$ cat config.mk
export PLATFORM = sky130hd
export DESIGN_NAME = mips_hazard_unit
export DESIGN_NICKNAME = d
export VERILOG_FILES = /design/src/rtl/mips_hazard_unit.sv
export SDC_FILE = /design/constraint.sdc
export NUM_CORES = 1
export LEC_CHECK = 0
export ABC_AREA = 1
export CORE_MARGIN = 10
export CORE_UTILIZATION = 40
export CTS_BUF_LIST = sky130_fd_sc_hd__clkbuf_4 sky130_fd_sc_hd__clkbuf_8
export DETAILED_ROUTE_END_ITERATION = 10
export GPL_ROUTABILITY_DRIVEN = 0
export PLACE_DENSITY = 0.74
export SYNTH_ARGS = -nofsm -noshare
export SYNTH_HDL_FRONTEND = slang
export SYNTH_SLANG_ARGS = --single-unit
$ cat constraint.sdc
create_clock -name clk -period 5.9 [get_ports clk]
set_clock_uncertainty 0.15 [all_clocks]
set_input_delay 0.59 -clock clk [delete_from_list [all_inputs] [get_ports clk]]
set_output_delay 0.59 -clock clk [all_outputs]
set_load 0.1 [all_outputs]
$ cat src/rtl/mips_hazard_unit.sv
`default_nettype none
// ============================================================================
// Module   : mips_hazard_unit
// Brief    : ID-stage hazard detection, stall/flush control, branch-operand
//            forwarding selects, mult/div occupancy and stall-cycle counter.
// Revision : 1.0
// ============================================================================
module mips_hazard_unit #(
    parameter int MD_LATENCY = 4,
    parameter int CNT_W      = 16
) (
    input  logic             clk,
    input  logic             reset,
    input  logic [4:0]       RsID,
    input  logic [4:0]       RtID,
    input  logic             UsesRtID,
    input  logic             BranchID,
    input  logic             BranchTakenID,
    input  logic             MdStartID,
    input  logic             MdUseID,
    input  logic             RegWriteEX,
    input  logic             MemtoRegEX,
    input  logic [4:0]       WriteRegEX,
    input  logic             RegWriteMEM,
    input  logic             MemtoRegMEM,
    input  logic [4:0]       WriteRegMEM,
    output logic             StallF,
    output logic             StallD,
    output logic             FlushD,
    output logic             FlushE,
    output logic             ForwardAD,
    output logic             ForwardBD,
    output logic             MdBusy,
    output logic [CNT_W-1:0] StallCount
);

    typedef enum logic [0:0] {
        S_IDLE = 1'b0,
        S_BUSY = 1'b1
    } mdState_t;

    localparam logic [3:0] c_MD_LOAD = 4'(MD_LATENCY - 1);

    mdState_t         r_mdState;
    logic [3:0]       r_mdCnt;
    logic             r_mdBusy;
    logic [CNT_W-1:0] r_stallCount;

    logic w_exDestNz;
    logic w_memDestNz;
    logic w_exHitRs;
    logic w_exHitRt;
    logic w_memHitRs;
    logic w_memHitRt;
    logic w_lwStall;
    logic w_branchStall;
    logic w_mdStall;
    logic w_stall;

    // $0 is hardwired, so a zero destination never matches anything.
    assign w_exDestNz  = (WriteRegEX  != 5'd0);
    assign w_memDestNz = (WriteRegMEM != 5'd0);
    assign w_exHitRs   = w_exDestNz  && (WriteRegEX  == RsID);
    assign w_exHitRt   = w_exDestNz  && (WriteRegEX  == RtID);
    assign w_memHitRs  = w_memDestNz && (WriteRegMEM == RsID);
    assign w_memHitRt  = w_memDestNz && (WriteRegMEM == RtID);

    assign w_lwStall     = MemtoRegEX && (w_exHitRs || (UsesRtID && w_exHitRt));
    assign w_branchStall = BranchID &&
                           ((RegWriteEX  && (w_exHitRs  || w_exHitRt)) ||
                            (MemtoRegMEM && (w_memHitRs || w_memHitRt)));
    assign w_mdStall     = r_mdBusy && MdUseID;
    assign w_stall       = w_lwStall || w_branchStall || w_mdStall;

    assign StallF = w_stall && !reset;
    assign StallD = w_stall && !reset;
    assign FlushE = w_stall && !reset;
    // A stalled branch waits for valid operands before squashing the fetch.
    assign FlushD = BranchTakenID && !w_stall && !reset;

    assign ForwardAD = RegWriteMEM && !MemtoRegMEM && w_memHitRs;
    assign ForwardBD = RegWriteMEM && !MemtoRegMEM && w_memHitRt;

    assign MdBusy     = r_mdBusy;
    assign StallCount = r_stallCount;

    always_ff @(posedge clk) begin
        if (reset) begin
            r_mdState    <= S_IDLE;
            r_mdCnt      <= 4'd0;
            r_mdBusy     <= 1'b0;
            r_stallCount <= '0;
        end else begin
            if (w_stall && (r_stallCount != '1)) begin
                r_stallCount <= r_stallCount + CNT_W'(1);
            end
            case (r_mdState)
                S_IDLE: begin
                    // A start held in ID by another hazard has not issued yet.
                    if (MdStartID && !w_stall) begin
                        r_mdState <= S_BUSY;
                        r_mdCnt   <= c_MD_LOAD;
                        r_mdBusy  <= 1'b1;
                    end
                end
                S_BUSY: begin
                    if (r_mdCnt == 4'd0) begin
                        r_mdState <= S_IDLE;
                        r_mdBusy  <= 1'b0;
                    end else begin
                        r_mdCnt <= r_mdCnt - 4'd1;
                    end
                end
                default: begin
                    r_mdState <= S_IDLE;
                    r_mdBusy  <= 1'b0;
                end
            endcase
        end
    end

endmodule
`default_nettype wire
==> impl_metrics.json, run 1 <==
{
  "clk_pin_slew_ns": 0.07,
  "worstReg2RegStart": "StallCount[0]",
  "multiInputGateArea_um2": 1110,
  "avgSynthCellArea_um2": 6.80,
  "postCtsSetupBuffers": 0,
  "min_path_cells": 2,
  "min_to": "MdBusy",
  "coreArea_um2": 4120,
  "synth_area_leader_cell": "dfxtp_1",
  "cap_violations": 0,
  "slowest_delay_ns": 1.20,
  "r2r_setup_slack_ns": 3.41,
  "ys.warnings.count": 0,
  "postRouteAntennaNets": 0,
  "synth_top_cells_by_area": "dfxtp_1 (25%), nand2_1 (13%), nand3_1 (7.7%)",
  "worstSetupPathType": "primary input to output port",
  "hold_viol_final": 0,
  "async_flop_share_pct": 0,
  "grt.total_usage_pct": 12.4,
  "p_per_area_nw_per_um2": 169,
  "power.leakage_nw": 0.940,
  "max_slew_margin_pct": 34.0,
  "fp-row-count": 23,
  "ctsHoldBuffers": 0,
  "worstMarginPinSlew_ns": 0.987,
  "cts_resized": 0,
  "cts_sinks": 22,
  "routed_wl_um": 4670,
  "tritoncts": "done",
  "start_kind": "primary input",
  "crit_required_ns": 5.16,
  "min_path_type": "flop to flop",
  "dr.pass1.iters": 4,
  "synth.most_common_cell": "nand2_1",
  "vias": 1771,
  "grt_max_degree": 20,
  "fin_nets": 342,
  "placed_cell_area_um2": 2270,
  "die-height_um": 86.1,
  "clockRootBuffer": "clkbuf_8",
  "initialDrtViolationCount": 73,
  "fin_setup_tns_ns": 0,
  "rr_endpoint": "StallCount[0]",
  "synth_nets": 291,
  "ios": 54,
  "grt_pass1_vias": 1661,
  "grt-ovfl-total": 0,
  "clk_latency_ns": 0.26,
  "fmax_ghz": 0.250,
  "rsz0062_at_grt": "false",
  "synth_cell_types": 29,
  "synth_edf_count": 0,
  "syn_inst": 257,
  "synth.cell_area_um2": 1750,
  "ctsHtreeMaxLevel": 1,
  "path_common_cell": "nand2_1",
  "routed_via_density": 4.97,
  "synthTopCellsByCount": "nand2_1 (61), inv_1 (31), nand3_1 (27), nor2_1 (25), dfxtp_1 (22)",
  "path_cells": "clkdlybuf4s50_1 -> xnor2_1 -> nand2_1 -> nor2_1 -> nand2_1 -> nand2_1 -> nand2_1 -> nand2_1 -> nand2_4 -> a21oi_1 -> clkdlybuf4s50_1",
  "min_from": "MdBusy",
  "critPathMaxFanout": 4,
  "synthToLayoutAreaGrowth_pct": 32.2,
  "grt_pass1_wl_um": 7750,
  "drive_above_1_share_pct": 8.82,
  "fp.dieW_um": 86.1,
  "critPathArrivalTime_ns": 3.26,
  "portBuffers": 53,
  "reg2regPathDepth": 11,
  "cts_inserted_buffers": 3,
  "setup_viol": 0,
  "cp_slowest_cell": "clkdlybuf4s50_1",
  "wl_per_cell_um": 13.1,
  "finalMaxSlewViolations": 0,
  "clk_path_buf_depth": 2,
  "outcome": "completed",
  "seq_area_frac_synth_pct": 25.2,
  "ys_ff_latch": 22,
  "hpwl_um": 3620,
  "fillers": 399,
  "dieArea_um2": 7410,
  "antennaDiodeCount": 0,
  "post-route-min-period_ns": 4.00,
  "antenna_found_initial": 0,
  "vdd_drop_max_uv": 135,
  "post-route-period-util_pct": 67.8,
  "yosysTopAreaCellShare_pct": 25.2,
  "ys.flop_type": "dfxtp_1",
  "drc": 0,
  "final_cell_area_um2": 2310,
  "initial_core_util_pct": 42.4,
  "register_area_um2": 440,
  "end_kind": "output port"
}
layer usage:
layer | track usage [%] | wire, um
met4 | 2.25 | 33
met1 | 15.6 | 2270
met5 | 0 | 0
met3 | 5.49 | 441
met2 | 19.0 | 1930
placed cells by master (no fill, tap or decap), types with 5 or more instances in the layout:
| cell | Yosys | routed |
|---|---|---|
| nand2_1 | 61 | 61 |
| dfxtp_1 | 22 | 22 |
| inv_1 | 31 | 31 |
| nand4_1 | 8 | 8 |
| xor2_1 | 15 | 15 |
| clkdlybuf4s50_1 | 0 | 53 |
| nand3_1 | 27 | 27 |
| xnor2_1 | 12 | 12 |
| a21oi_2 | 10 | 10 |
| nor3_1 | 7 | 7 |
| nor2_1 | 25 | 25 |
| a21oi_1 | 11 | 11 |
| nand2_2 | 5 | 5 |
cell type report:
| cell class | instances | area share [%] |
|---|---|---|
| Clock buffer | 3 | 1.79 |
| Inverter | 33 | 5.36 |
| Multi-Input combinational cell | 195 | 48.1 |
| Sequential cell | 22 | 19.1 |
| Tap cell | 50 | 2.71 |
| Timing Repair Buffer | 53 | 23.0 |
critical path: cells and delay by family:
kind / cells / cell delay (ns)
simple gates: 7 / 0.58
compound gates: 1 / 0.21
xor+xnor: 1 / 0.14
buf+inv: 2 / 1.75
flip-flops by register name, indices dropped and copies added, names as in the netlist:
name,flops
MdBusy,1
r_mdCnt,4
StallCount,16
r_mdState,1
report_power, final:
part	total (mW)	switching (mW)	internal (mW)
clock	0.0926	0.0471	0.0456
combinational	0.136	0.0858	0.0500
sequential	0.162	0.00652	0.155
worst max-delay path by stage:
stage	from	slack [ns]	to	depth (start not counted)
3_3_place_gp	WriteRegEX[3]	1.91	FlushD	11
4_1_cts	WriteRegEX[1]	1.88	StallD	11
6_report	WriteRegEX[1]	1.90	StallD	11
5_1_grt	WriteRegEX[1]	1.70	StallD	11
2_1_floorplan	MdBusy	1.85	StallD	5
3_5_place_dp	WriteRegEX[1]	1.88	StallD	11
through the flow:
stage                     hold WS [ns]  total power, mW  util [%]  setup WS [ns]  instances
final                            0.347            0.390      56.1           1.90        356
after global routing             0.378            0.411      56.1           1.70        356
after CTS                        0.354            0.394      56.1           1.88        356
after detailed placement         0.343            0.301      55.1           1.88        353
after global placement           0.328            0.300      55.1           1.91        353
after floorplan                  0.320            0.260         -           1.85        257
cell families (layout without fill, tap and decap cells):
logic type                 after synthesis  after routing  share of synthesized area, %
AOI/OAI and AO/OA                       24             24                          9.81
xor gates and xnor gates                27             27                          13.5
adders and majority gates                3              3                          2.15
buffers and inverters                   40             89                          11.2
DFF                                     22             22                          25.2
and+or+nand+nor                        141            141                          38.1
(Power assumes the default switching activity.)
==> inputs of run 2 (changes only) <==
PLACE_DENSITY = 0.77   (was 0.74)
clock period = 3.6 ns   (was 5.9 ns; I/O delays follow)
==> run 2 against run 1 <==
  * Worst hold slack worse by 0.0077 ns
  * Setup slack got worse by 0.98 ns
  * Die area did not move
  * Highest routed layer unchanged
==> impl_metrics.json, run 2 (synthesis gave the netlist of run 1 again) <==
{
  "drc": 0,
  "vdd_drop_max_uv": 153,
  "slowest_delay_ns": 0.48,
  "hpwl_um": 3680,
  "grt_max_degree": 19,
  "ios": 54,
  "hold_viol_final": 0,
  "post-route-min-period_ns": 2.68,
  "coreArea_um2": 4120,
  "fin_setup_tns_ns": 0,
  "place_ws_ns": 0.924,
  "grt_pass1_wl_um": 7400,
  "cts_sinks": 22,
  "r2r_setup_slack_ns": 1.20,
  "worstMarginPinSlew_ns": 0.995,
  "placed_cell_area_um2": 2260,
  "fp-row-count": 23,
  "dieArea_um2": 7410,
  "grt.total_usage_pct": 11.8,
  "power.leakage_nw": 0.956,
  "path_delay_family": "simple AND/OR/NAND/NOR gates",
  "fp.dieW_um": 86.1,
  "final_cell_mix": "nand2_1 (61), clkdlybuf4s50_1 (47), inv_1 (31)",
  "drive_above_1_share_pct": 11.4,
  "cts_inserted_buffers": 3,
  "tritoncts": "done",
  "crit_required_ns": 3.09,
  "end_kind": "output port",
  "antennaDiodeCount": 0,
  "critPathMaxFanout": 18,
  "rsz0062_at_grt": "false",
  "fillers": 394,
  "routed_wl_um": 4470,
  "clockRootBuffer": "clkbuf_8",
  "setup_viol": 0,
  "fin_ws_ns": 0.918,
  "max_slew_margin_pct": 33.4,
  "synthToLayoutAreaGrowth_pct": 32.0,
  "routed_via_density": 4.77,
  "cts_resized": 0,
  "postRouteAntennaNets": 0,
  "worstSetupPathType": "primary input to output port",
  "final_cell_area_um2": 2310,
  "fin_nets": 343,
  "portBuffers": 53,
  "cap_violations": 0,
  "layout_commonest_cell": "nand2_1",
  "initialDrtViolationCount": 80,
  "reg2regPathDepth": 10,
  "largest_reg_flops": 16,
  "cp_slowest_cell": "clkdlybuf4s50_1",
  "dr.pass1.iters": 4,
  "outcome": "completed",
  "postCtsSetupBuffers": 0,
  "vias": 1703,
  "critPathBufInv": 2,
  "ctsHoldBuffers": 0,
  "wl_per_cell_um": 12.5,
  "fmax_ghz": 0.373,
  "path_common_cell": "nor2_1",
  "clk_path_buf_depth": 2,
  "grt-ovfl-total": 0,
  "critPathArrivalTime_ns": 2.17,
  "grt_pass1_vias": 1528,
  "ctsHtreeMaxLevel": 1,
  "post-route-period-util_pct": 74.5,
  "finalMaxSlewViolations": 0,
  "initial_core_util_pct": 42.4,
  "min_path_type": "flop to flop",
  "start_kind": "primary input",
  "p_per_area_nw_per_um2": 275,
  "min_path_cells": 2,
  "antenna_found_initial": 0,
  "critical_path_depth": 11,
  "clk_latency_ns": 0.26,
  "die-height_um": 86.1,
  "path_cells": "clkdlybuf4s50_1 -> nor2_1 -> nand2_1 -> nor2_1 -> nor2_1 -> nand3_1 -> nand2_1 -> a21oi_4 -> nand2_8 -> nor2_1 -> buf_4",
  "clk_pin_slew_ns": 0.07
}
## run 2: cell count changes in the layout (fill, tap and decap cells not counted), sizes merged
| cell | delta |
|---|---|
| clkdlybuf4s50 | -6 |
| buf | +7 |
## run 2: tightest hold or removal path, stage by stage (launching register included)
cell and delay (ns):
dfxtp_1 0.33, nand2_1 0.06, a21oi_1 0.05
## run 2: final cells by class
cell class	instances	area, um2	area share, %
clock buffer	3	41.3	1.79
inverter	33	124	5.37
multi-input combinational	195	1110	48.3
sequential	22	440	19.1
tap	50	62.6	2.71
timing repair buffer	54	523	22.7
## run 2: path summary, 6_finish.rpt
kind                               startpoint       endpoint
worst min-delay path                   MdBusy         MdBusy
worst max-delay path            WriteRegEX[0]         FlushD
worst max register to register  StallCount[0]  StallCount[1]
worst min register to register         MdBusy         MdBusy
## run 2: power by group
group          internal, mW  switching, mW
clock network        0.0746         0.0745
registers             0.255         0.0107
logic                0.0811          0.139
total                 0.411          0.224
## run 2: per-layer routing
layer  up-vias  track usage, %  share of wire (%)  wire, um
met5         -               0                  0         0
met4         0            2.69               0.67        30
met3         5            3.60                5.2       234
met2        28            18.5                 44      1950
met1       750            15.4                 50      2250
li1        920               -                  -         -
## run 2: metrics by stage
stage,hold WS [ns],std cells,total power [mW],utilization (%)
finish,0.339,357,0.635,56.0
global route,0.375,357,0.680,56.0
CTS,0.345,357,0.645,56.0
detailed placement,0.332,354,0.493,55.0
global placement,0.319,354,0.489,55.0
floorplan,0.320,257,0.427,-
==> inputs of run 3 (changes only) <==
PLACE_DENSITY = 0.74   (was 0.77)
clock period = 2.6 ns   (was 3.6 ns; I/O delays follow)
==> run 3 against run 2 <==
  * Largest cell class unchanged
  * Non-clock buffer count is 3 higher
  * Worst hold slack worse by 0.0037 ns
  * Sequential share of layout area is 0.76 points lower
  * Total power is 61% higher
==> impl_metrics.json, run 3 (synthesis gave the netlist of run 1 again) <==
{
  "outcome": "completed",
  "synthToLayoutAreaGrowth_pct": 38.7,
  "setup_viol": 0,
  "min_from": "MdBusy",
  "path_delay_family": "simple AND/OR/NAND/NOR gates",
  "fin_nets": 346,
  "grt_pass1_wl_um": 8120,
  "routed_wl_um": 4700,
  "slowest_delay_ns": 0.48,
  "clk_pin_slew_ns": 0.08,
  "drive_above_1_share_pct": 20.6,
  "start_kind": "primary input",
  "clockRootBuffer": "clkbuf_8",
  "hold_viol_final": 0,
  "post-route-min-period_ns": 2.43,
  "die-height_um": 86.1,
  "post-route-period-util_pct": 93.3,
  "ios": 54,
  "total_power_mw": 1.02,
  "crit_required_ns": 2.19,
  "crit_start": "WriteRegEX[2]",
  "critPathMaxFanout": 10,
  "drc": 0,
  "critPathBufInv": 2,
  "grt-ovfl-total": 0,
  "path_common_cell": "nor2_2",
  "max_slew_margin_pct": 76.6,
  "vias": 1782,
  "largest_reg_flops": 16,
  "finalMaxSlewViolations": 0,
  "ctsHtreeMaxLevel": 1,
  "vdd_drop_max_uv": 276,
  "dieArea_um2": 7410,
  "end_kind": "output port",
  "coreArea_um2": 4120,
  "initialDrtViolationCount": 65,
  "antenna_found_initial": 0,
  "cts_sinks": 22,
  "portBuffers": 53,
  "final_cell_mix": "nand2_1 (61), inv_1 (31), clkdlybuf4s50_1 (29)",
  "routed_via_density": 4.94,
  "worstReg2RegStart": "StallCount[0]",
  "grt_max_degree": 15,
  "dr.pass1.iters": 4,
  "power.leakage_nw": 1.05,
  "hpwl_um": 3820,
  "min_path_type": "flop to flop",
  "fp.dieW_um": 86.1,
  "grt_pass1_vias": 1779,
  "place_ws_ns": 0.172,
  "initial_core_util_pct": 42.4,
  "path_cells": "clkdlybuf4s50_1 -> nor2_2 -> nand2_1 -> nor2_2 -> nor2_1 -> nand3_1 -> nand2_1 -> a21oi_4 -> nand2_8 -> nor2_2 -> buf_12",
  "clk_path_buf_depth": 2,
  "postCtsSetupBuffers": 0,
  "clk_latency_ns": 0.26,
  "tritoncts": "done",
  "fp-row-count": 23,
  "layout_commonest_cell": "nand2_1",
  "fin_ws_ns": 0.175,
  "multiInputGateArea_um2": 1140,
  "worstMarginPinSlew_ns": 0.348,
  "cts_inserted_buffers": 3,
  "wl_per_cell_um": 13.0,
  "antennaDiodeCount": 0,
  "fin_setup_tns_ns": 0,
  "rsz0062_at_grt": "false",
  "postRouteAntennaNets": 0,
  "final_util_pct": 58.9,
  "cp_slowest_cell": "clkdlybuf4s50_1",
  "fillers": 391,
  "register_area_um2": 444,
  "grt.total_usage_pct": 12.9,
  "p_per_area_nw_per_um2": 421,
  "worstSetupPathType": "primary input to output port",
  "fmax_ghz": 0.412,
  "cap_violations": 0,
  "critPathArrivalTime_ns": 2.02
}
-- run 3: cell count changes in the layout (fill, tap and decap cells not counted), sizes merged --
cell	before	now
bufinv	0	1
buf	7	27
clkdlybuf4s50	47	29
dlymetal6s2s	0	1
-- run 3: what timing repair did --
action,CTS,global route
hold buffers,0,0
gates resized for setup,0,3
setup endpoints to repair,0,4
-- run 3: final timing paths --
kind,to,depth (start not counted),slack (ns)
max,FlushD,11,0.17
min,MdBusy,2,0.34
max reg2reg,StallCount[13],9,0.57
min reg2reg,MdBusy,2,0.34
-- run 3: area by class of cell --
type,count,share of cell area [%]
multi-input combinational,195,47.1
timing repair buffer,57,24.0
sequential,22,18.3
inverter,33,5.11
tap,50,2.58
clock buffer,3,1.70
clock inverter,1,1.24
-- run 3: through the flow --
step,instances,area [um2],hold slack (ns)
2_1_floorplan,257,1770,0.320
3_3_place_gp,357,2340,0.312
3_5_place_dp,357,2340,0.318
4_1_cts,361,2410,0.334
5_1_grt,361,2420,0.360
6_report,361,2420,0.335
-- run 3: power by group --
part	switching (mW)	internal (mW)
Combinational	0.201	0.127
Clock	0.118	0.206
Sequential	0.0147	0.354
-- run 3: worst min-delay path, cell delays in order (launching register included) --
cell,delay (ns)
dfxtp_2,0.34
nand2_1,0.06
a21oi_1,0.06
-- run 3: routing by layer --
| layer | part of all wire (%) | routed length, um | up-vias | global-route usage, % |
|---|---|---|---|---|
| met4 | 0.32 | 15 | 0 | 2.54 |
| met3 | 7.1 | 334 | 2 | 4.35 |
| li1 | - | - | 929 | - |
| met5 | 0 | 0 | - | 0 |
| met2 | 45 | 2090 | 56 | 21.0 |
| met1 | 48 | 2260 | 795 | 15.9 |
